===== src/rtl/sme_driver.sv =====
// Buffers one string and one pattern from the host, then serializes them to the matcher and reports its result.
// Latency: first char one cycle after the accepted start; done two cycles after sme_valid; no backpressure, busy blocks new jobs.
module sme_driver #(
    parameter int STR_MAX = 32,
    parameter int PAT_MAX = 8,
    parameter int TIMEOUT = 255
) (
    input  logic       clk,
    input  logic       reset,
    input  logic       wr_en,
    input  logic       wr_sel,
    input  logic [4:0] wr_addr,
    input  logic [7:0] wr_data,
    input  logic [5:0] str_len,
    input  logic [3:0] pat_len,
    input  logic       start,
    input  logic       send_str,
    output logic [7:0] chardata,
    output logic       isstring,
    output logic       ispattern,
    input  logic       sme_valid,
    input  logic       sme_match,
    input  logic [4:0] sme_index,
    output logic       busy,
    output logic       done,
    output logic       res_match,
    output logic [4:0] res_index,
    output logic       res_timeout
);
    localparam int SW = $clog2(STR_MAX);
    localparam int PW = $clog2(PAT_MAX);
    localparam logic [5:0] STR_LIM = 6'(STR_MAX);
    localparam logic [3:0] PAT_LIM = 4'(PAT_MAX);
    localparam logic [7:0] WD_LAST = 8'(TIMEOUT - 1);

    typedef enum logic [2:0] {IDLE, SEND_S, SEND_P, WAIT, DONE} state_t;

    state_t     state;
    logic [7:0] str_buf [STR_MAX];
    logic [7:0] pat_buf [PAT_MAX];
    logic       str_loaded;
    logic [5:0] s_len;
    logic [3:0] p_len;
    logic [5:0] cnt;
    logic [7:0] wdog;
    logic       cap_match;
    logic [4:0] cap_index;
    logic       cap_timeout;

    logic       go_str;
    logic       reject;
    logic [5:0] s_len_c;
    logic [3:0] p_len_c;

    // A pattern-only request still sends the string if none has been sent since reset.
    always_comb begin
        go_str  = send_str || !str_loaded;
        reject  = (pat_len == 4'd0) || (go_str && (str_len == 6'd0));
        s_len_c = (str_len > STR_LIM) ? STR_LIM : str_len;
        p_len_c = (pat_len > PAT_LIM) ? PAT_LIM : pat_len;
    end

    always_ff @(posedge clk) begin
        if (reset) begin
            state       <= IDLE;
            str_loaded  <= 1'b0;
            s_len       <= '0;
            p_len       <= '0;
            cnt         <= '0;
            wdog        <= '0;
            cap_match   <= 1'b0;
            cap_index   <= '0;
            cap_timeout <= 1'b0;
            chardata    <= '0;
            isstring    <= 1'b0;
            ispattern   <= 1'b0;
            busy        <= 1'b0;
            done        <= 1'b0;
            res_match   <= 1'b0;
            res_index   <= '0;
            res_timeout <= 1'b0;
            for (int i = 0; i < STR_MAX; i++) str_buf[i] <= '0;
            for (int i = 0; i < PAT_MAX; i++) pat_buf[i] <= '0;
        end else begin
            done <= 1'b0;
            case (state)
                IDLE: begin
                    if (wr_en) begin
                        if (wr_sel) pat_buf[wr_addr[PW-1:0]] <= wr_data;
                        else        str_buf[wr_addr[SW-1:0]] <= wr_data;
                    end
                    if (start && !reject) begin
                        s_len <= s_len_c;
                        p_len <= p_len_c;
                        cnt   <= '0;
                        state <= go_str ? SEND_S : SEND_P;
                    end
                end
                SEND_S: begin
                    chardata   <= str_buf[cnt[SW-1:0]];
                    isstring   <= 1'b1;
                    ispattern  <= 1'b0;
                    busy       <= 1'b1;
                    str_loaded <= 1'b1;
                    if (cnt + 6'd1 == s_len) begin
                        cnt   <= '0;
                        state <= SEND_P;
                    end else begin
                        cnt <= cnt + 6'd1;
                    end
                end
                SEND_P: begin
                    chardata  <= pat_buf[cnt[PW-1:0]];
                    isstring  <= 1'b0;
                    ispattern <= 1'b1;
                    busy      <= 1'b1;
                    if (cnt + 6'd1 == {2'b00, p_len}) begin
                        cnt   <= '0;
                        wdog  <= '0;
                        state <= WAIT;
                    end else begin
                        cnt <= cnt + 6'd1;
                    end
                end
                WAIT: begin
                    chardata  <= '0;
                    isstring  <= 1'b0;
                    ispattern <= 1'b0;
                    // A result arriving on the watchdog's last cycle is still taken.
                    if (sme_valid) begin
                        cap_match   <= sme_match;
                        cap_index   <= sme_index;
                        cap_timeout <= 1'b0;
                        state       <= DONE;
                    end else if (wdog == WD_LAST) begin
                        cap_match   <= 1'b0;
                        cap_index   <= '0;
                        cap_timeout <= 1'b1;
                        state       <= DONE;
                    end else begin
                        wdog <= wdog + 8'd1;
                    end
                end
                DONE: begin
                    done        <= 1'b1;
                    busy        <= 1'b0;
                    res_match   <= cap_match;
                    res_index   <= cap_index;
                    res_timeout <= cap_timeout;
                    state       <= IDLE;
                end
                default: state <= IDLE;
            endcase
        end
    end
endmodule


===== config.mk =====
export PLATFORM = sky130hd
export DESIGN_NAME = sme_driver
export DESIGN_NICKNAME = d
export VERILOG_FILES = /design/src/rtl/sme_driver.sv
export SDC_FILE = /design/constraint.sdc
export NUM_CORES = 1
export LEC_CHECK = 0
export CAP_MARGIN = 40
export CORE_UTILIZATION = 40
export CTS_BUF_LIST = sky130_fd_sc_hd__clkbuf_8
export CTS_CLUSTER_DIAMETER = 30
export DETAILED_ROUTE_END_ITERATION = 6
export GPL_ROUTABILITY_DRIVEN = 1
export HOLD_SLACK_MARGIN = 0.15
export PLACE_DENSITY = 0.66
export SETUP_SLACK_MARGIN = 0.2
export SLEW_MARGIN = 5
export SYNTH_ARGS = -nofsm -noshare
export SYNTH_HDL_FRONTEND = slang
export SYNTH_SLANG_ARGS = --single-unit

===== constraint.sdc =====
create_clock -name clk -period 3.1 [get_ports clk]
set_input_delay 0.775 -clock clk [delete_from_list [all_inputs] [get_ports clk]]
set_output_delay 0.775 -clock clk [all_outputs]
set_load 0.005 [all_outputs]

==> impl_metrics.py, run 1 <==
metrics = {
    "synth": {
        "syn_area_um2": 17500,
        "synth_xor_area_share_pct": 0.900,
        "ys_warn_count": 0,
        "synth-compound-area-share_pct": 3.53,
        "ys_seq_elements": 379,
        "synthArstFlopShare_pct": 0,
        "synth-main-ff-cell": "edfxtp_1",
        "synth_fa_ha_area_share_pct": 0.214,
        "ys_seq_area_share_pct": 61.6,
        "synth_top_family_by_area": "simple AND/OR/NAND/NOR gates",
        "syn_inst": 1293,
        "synthMuxAreaShare_pct": 12.0,
        "syn-num-nets": 1332,
        "ys_types": 55,
        "syn_area_per_cell_um2": 13.5,
        "synth_edf_count": 320,
        "yosys.area_share.simple_pct": 19.5,
    },
    "setup_path": {
        "end_kind": "flop",
        "reg2reg_to": "chardata[3]$_SDFFE_PP0P_",
        "cp_data_required_time_ns": 3.62,
        "setup.worst_path.end": "chardata[3]$_SDFFE_PP0P_",
        "crit_type": "reg2reg",
        "ff2ff_path_depth": 7,
        "start_kind": "flop",
        "cp.arrival_ns": 3.14,
        "cp_max_fo": 37,
        "timing.reg2reg.setup_slack_ns": 0.48,
    },
    "pwr": {
        "p_clk_share_pct": 38.9,
        "power_frac_seq_pct": 42.7,
        "total_power_w": 0.0140,
        "ir_drop_mv": 0.422,
        "p_per_area_nw_per_um2": 678,
        "intPower_w": 0.0101,
        "swShare_pct": 27.7,
        "switching_power_w": 0.00388,
        "p_comb_share_pct": 18.4,
        "p_leak_nw": 7.44,
    },
    "timing": {
        "max_freq_mhz": 381,
        "slew_viol_final": 0,
        "period_share_pct": 84.6,
        "worst_slew_pin_slew_ns": 0.813,
        "setup_tns_ns": 0,
        "setup_violations": 0,
        "relSlewSlack_pct": 45.8,
        "finalHoldViolCount": 0,
        "finalCriticalPeriod_ns": 2.62,
        "finalHoldWorstSlack_ns": 0.447,
        "rsz0062_at_grt": "no",
        "skew_ns": 0.0479,
    },
    "clock_network": {
        "cts_buffer_depth": 3,
        "clk_latency_ns": 0.66,
        "cts_sinks": 379,
        "h-tree-depth": 3,
        "cts_hold_buffers": 0,
        "cts-buffers-inserted": 80,
        "cts_tree": "done",
        "cts_root_buf": "clkbuf_8",
        "cts-resized-gates": 0,
        "cts.clk_slew.worst_paths_ns": 0.05,
        "post_cts_buffers": 0,
    },
    "floorplan": {
        "initial_core_util_pct": 40.6,
        "row_count": 76,
        "ioPinCount": 55,
        "chipHeight_um": 211,
        "core_um2": 43200,
        "die_area_um2": 44600,
        "die_w_um": 211,
    },
    "place": {
        "numPortBuffers": 54,
        "place_congestion": 0.816,
        "dp_hpwl_mm": 27.2,
        "dp_cells": 1915,
    },
    "flow_run": {
        "max_cap_viol_count": 0,
    },
    "outcome": {
        "outcome": "complete, no violations",
    },
    "drt": {
        "dr_total_vias": 10710,
        "first_pass_iters": 6,
        "drt-initial-drc-count": 957,
        "vias_per_cell": 5.20,
        "wire_per_inst_um": 20.4,
        "drc": 0,
        "drt-total-wl_mm": 42.1,
        "postRouteAntennaNets": 0,
    },
    "global_routing": {
        "top_usage_layer": "met2",
        "grt_util_met3_pct": 4.19,
        "use_met1_pct": 24.9,
        "antenna_found_initial": 1,
        "grt_pass1_wl_mm": 64.3,
        "grt_pass1_vias": 11011,
        "grt_max_degree": 69,
        "groute.layer.met2.usage_pct": 31.5,
        "overflow": 0,
        "gr-usage-all-layers_pct": 19.5,
    },
    "hold_path": {
        "hold_class": "reg2reg",
    },
    "layout": {
        "diodes": 0,
        "fin_cells": 2061,
        "nNetsFinal": 1451,
        "drive_gt1_share_pct": 22.6,
        "area_growth_pct": 17.8,
    },
}
logic make-up after synthesis:
logic type	count (synthesis)
and+or+nand+nor	606
DFF	379
muxes	103
AOI/OAI and AO/OA	97
buffers and inverters	90
xor gates and xnor gates	15
adders and majority gates	3
how the worst min path moves through the flow:
stage               cells after the start  slack, ns                       from                        end
global route                            2       0.48  cap_index[0]$_SDFFE_PP0P_  res_index[0]$_SDFFE_PP0P_
finish                                  2       0.45     cap_match$_SDFFE_PP0P_     res_match$_SDFFE_PP0P_
CTS                                     2       0.45     cap_match$_SDFFE_PP0P_     res_match$_SDFFE_PP0P_
detailed placement                      2       0.44     cap_match$_SDFFE_PP0P_     res_match$_SDFFE_PP0P_
global placement                        2       0.44  cap_index[2]$_SDFFE_PP0P_  res_index[2]$_SDFFE_PP0P_
floorplan                               2       0.43   cap_timeout$_SDFFE_PP0P_   res_timeout$_SDFFE_PP0P_
synth_stat cells, drive strengths merged, types with 4 or more instances:
master    n  area, um^2
a22oi    10        75.1
a21oi    38         190
dfxtp    59        1180
mux2      7        78.8
mux4     85        1910
nand3    18        90.1
a211oi    6        45.0
xnor2     9         105
or2      42         263
xor2      6        52.6
edfxtp  320        9610
nand3b   10        75.1
and2    325        2030
mux2i    11         110
nand2    55         206
o22ai     5        31.3
o21ai    12        60.1
nor2b    15        93.8
nand2b    8        50.1
a311oi    4        35.0
buf      26         156
nor4      4        31.3
nor3     31         155
clkbuf   59         221
inv       5        18.8
nor2     88         330
a31oi     8        56.3
flip-flops by register name (all words and copies together), names as in the netlist, 3 cells and up, named ones only:
name       cells
cap_index      5
chardata       8
cnt            6
p_len          4
pat_buf       64
res_index      5
s_len          6
state          3
str_buf      256
wdog           8
cell type report:
| class | count | area [um^2] |
|---|---|---|
| Clock inverter | 65 | 551 |
| Fill cell | 3834 | 22500 |
| Tap cell | 585 | 732 |
| Sequential cell | 379 | 10800 |
| Clock buffer | 81 | 1110 |
| Multi-Input combinational cell | 824 | 6330 |
| Timing Repair Buffer | 122 | 1090 |
| Inverter | 5 | 18.8 |
layout by cell type (no fill, tap or decap), types with 3 or more instances in the layout:
master / instances
a211oi_1: 6
a21oi_1: 38
a22oi_1: 10
a311oi_1: 4
a31oi_1: 7
and2_1: 325
buf_12: 3
buf_4: 66
bufinv_16: 7
clkbuf_8: 81
clkdlybuf4s50_1: 53
clkinv_1: 6
clkinv_2: 12
clkinv_4: 4
clkinvlp_4: 10
dfxtp_1: 56
edfxtp_1: 320
ha_1: 3
inv_1: 24
inv_6: 3
mux2_2: 7
mux2i_1: 11
mux4_2: 85
nand2_1: 55
nand2b_1: 8
nand3_1: 18
nand3b_1: 10
nor2_1: 88
nor2b_1: 15
nor3_1: 31
nor4_1: 3
o21ai_0: 11
o22ai_1: 5
or2_2: 42
xnor2_1: 7
xor2_1: 6
stage by stage:
stage	util [%]	setup slack, ns	area (um^2)
after floorplan	-	0.843	17500
after global placement	43.9	0.251	19000
after detailed placement	43.9	0.212	19000
after CTS	47.8	0.459	20600
after global routing	47.8	0.350	20600
final	47.8	0.477	20600
power by group through the flow:
stage                     clock network, W  logic, W  registers [W]
after floorplan                          0   0.00183        0.00598
after global placement                   0   0.00257        0.00607
after detailed placement                 0   0.00259        0.00608
after CTS                          0.00553   0.00259        0.00598
after global routing               0.00577   0.00278        0.00601
final                              0.00544   0.00257        0.00598
layer usage:
metal / vias to the layer above / wire length, um
met5: - / 13
met1: 5300 / 17900
met3: 105 / 2390
met4: 2 / 1680
li1: 4944 / -
met2: 359 / 20100
worst max-delay path, stage by stage, from the launching register on:
cell	delay (ns)
dfxtp_4	0.35
buf_12	0.29
mux4_2	0.61
mux4_2	0.49
o22ai_1	0.25
nor3_1	0.13
nor3_1	0.28
nor3_1	0.08
(Power assumes the default switching activity.)
==> run 2, diff against run 1 <==
PLACE_DENSITY = 0.68   (was 0.66)
clock period = 2.2 ns   (was 3.1 ns; I/O delays follow)
==> impl_metrics.py, run 2 (synthesis gave the netlist of run 1 again) <==
metrics = {
    "timing": {
        "finalCriticalPeriod_ns": 2.31,
        "max_freq_mhz": 433,
        "finalHoldViolCount": 0,
        "worst_slew_pin_slew_ns": 0.863,
        "setup_tns_ns": -0.524,
        "slew_viol_final": 0,
        "period_share_pct": 105,
        "setup_slack_ns": -0.110,
        "skew_ns": 0.0222,
        "relSlewSlack_pct": 42.5,
        "setup_violations": 8,
        "rsz0062_at_grt": "yes",
    },
    "global_routing": {
        "grt_pass1_wl_mm": 66.2,
        "gr-usage-all-layers_pct": 19.8,
        "grt_pass1_vias": 11384,
        "overflow": 0,
        "antenna_found_initial": 0,
        "grt_max_degree": 77,
    },
    "hold_path": {
        "hold_depth": 2,
        "hold_class": "reg2reg",
    },
    "setup_path": {
        "ff2ff_path_depth": 7,
        "cp_data_required_time_ns": 2.66,
        "setup.worst_path.end": "chardata[5]$_SDFFE_PP0P_",
        "end_kind": "flop",
        "start_kind": "flop",
        "timing.reg2reg.setup_slack_ns": -0.11,
        "crit_type": "reg2reg",
        "cp_max_fo": 18,
        "reg2reg_to": "chardata[5]$_SDFFE_PP0P_",
        "cp.arrival_ns": 2.77,
    },
    "place": {
        "place_area_um2": 19600,
        "dp_hpwl_mm": 28.3,
        "place_congestion": 0.851,
        "numPortBuffers": 54,
        "pre_cts_slack_ns": -0.414,
    },
    "layout": {
        "final_cell_area_um2": 22000,
        "area_growth_pct": 25.5,
        "regMostFlops": "str_buf",
        "reg_top3": "str_buf (256), pat_buf (64)",
        "nNetsFinal": 1520,
        "final_cell_mix": "323 x and2_1, 320 x edfxtp_1, 104 x buf_4",
        "largest_reg_flops": 256,
        "drive_gt1_share_pct": 30.1,
        "layout_commonest_cell": "and2_1",
        "diodes": 0,
    },
    "clock_network": {
        "cts_root_buf": "clkbuf_8",
        "cts-buffers-inserted": 80,
        "cts_buffer_depth": 3,
        "cts_tree": "done",
        "h-tree-depth": 3,
        "cts_sinks": 379,
        "clk_latency_ns": 0.61,
        "cts.clk_slew.worst_paths_ns": 0.06,
    },
    "outcome": {
        "outcome": "finished, violations left",
        "failed_checks": "design-rule violations, negative setup slack",
    },
    "flow_run": {
        "max_cap_viol_count": 0,
    },
    "drt": {
        "drc": 2,
        "vias_per_cell": 5.20,
        "first_pass_iters": 7,
        "dr_total_vias": 11091,
        "wire_per_inst_um": 20.3,
        "drt-total-wl_mm": 43.2,
        "drt-initial-drc-count": 883,
        "postRouteAntennaNets": 0,
    },
    "floorplan": {
        "chipHeight_um": 211,
        "die_w_um": 211,
        "initial_core_util_pct": 40.6,
        "core_um2": 43200,
        "die_area_um2": 44600,
        "row_count": 76,
        "ioPinCount": 55,
    },
    "pwr": {
        "ir_drop_mv": 0.558,
        "p_leak_nw": 8.09,
        "total_power_w": 0.0213,
        "p_per_area_nw_per_um2": 968,
    },
}
==> run 2: per-stage QoR <==
stage          cells  hold slack, ns  utilization (%)
4_1_cts         2122           0.452             50.3
2_1_floorplan   1293           0.432                -
5_1_grt         2131           0.469             50.9
3_5_place_dp    1969           0.446             45.4
6_report        2131           0.449             50.9
3_3_place_gp    1969           0.441             45.4
==> run 2: power by group <==
part	switching [W]	internal, W
Combinational	0.00216	0.00223
Sequential	0.000212	0.00817
Clock	0.00325	0.00526
==> run 2: routing by layer <==
layer  wire [um]  vias to the layer above  GRT usage [%]
met5           0                        -              0
met4        1130                        0           7.52
met3        3010                       67           4.03
met2       21000                      417           32.5
met1       18000                     5511           26.0
li1            -                     5096              -
==> run 2: area by class of cell <==
| cell class | instances | area [um^2] |
|---|---|---|
| clock inverter | 63 | 686 |
| timing repair buffer | 191 | 1890 |
| tap | 585 | 732 |
| sequential | 379 | 10800 |
| multi-input combinational | 824 | 6690 |
| fill | 3693 | 21200 |
| inverter | 5 | 18.8 |
| clock buffer | 84 | 1160 |
==> run 2: critical path: stages (launching register included) <==
cell and delay [ns]:
dfxtp_4 0.37, buf_12 0.19, mux4_2 0.59, mux4_2 0.51, o22ai_2 0.18, nor3_1 0.08, nor3_1 0.17, nor3_1 0.06
==> run 2: how the worst min path moves through the flow <==
stage                                    startpoint                   endpoint
after floorplan            cap_timeout$_SDFFE_PP0P_   res_timeout$_SDFFE_PP0P_
after global placement    cap_index[3]$_SDFFE_PP0P_  res_index[3]$_SDFFE_PP0P_
after detailed placement  cap_index[3]$_SDFFE_PP0P_  res_index[3]$_SDFFE_PP0P_
after CTS                 cap_index[0]$_SDFFE_PP0P_  res_index[0]$_SDFFE_PP0P_
after global routing      res_index[3]$_SDFFE_PP0P_  res_index[3]$_SDFFE_PP0P_
final                     cap_index[3]$_SDFFE_PP0P_  res_index[3]$_SDFFE_PP0P_
==> run 2: repair_timing <==
action | 4_1_cts | 5_1_grt
endpoints found under the setup margin | 414 | 527
gates cloned | 0 | 1
hold buffers | 0 | 0
pin swaps | 15 | 14
buffers inserted | 6 | 8
gates resized for setup | 71 | 29
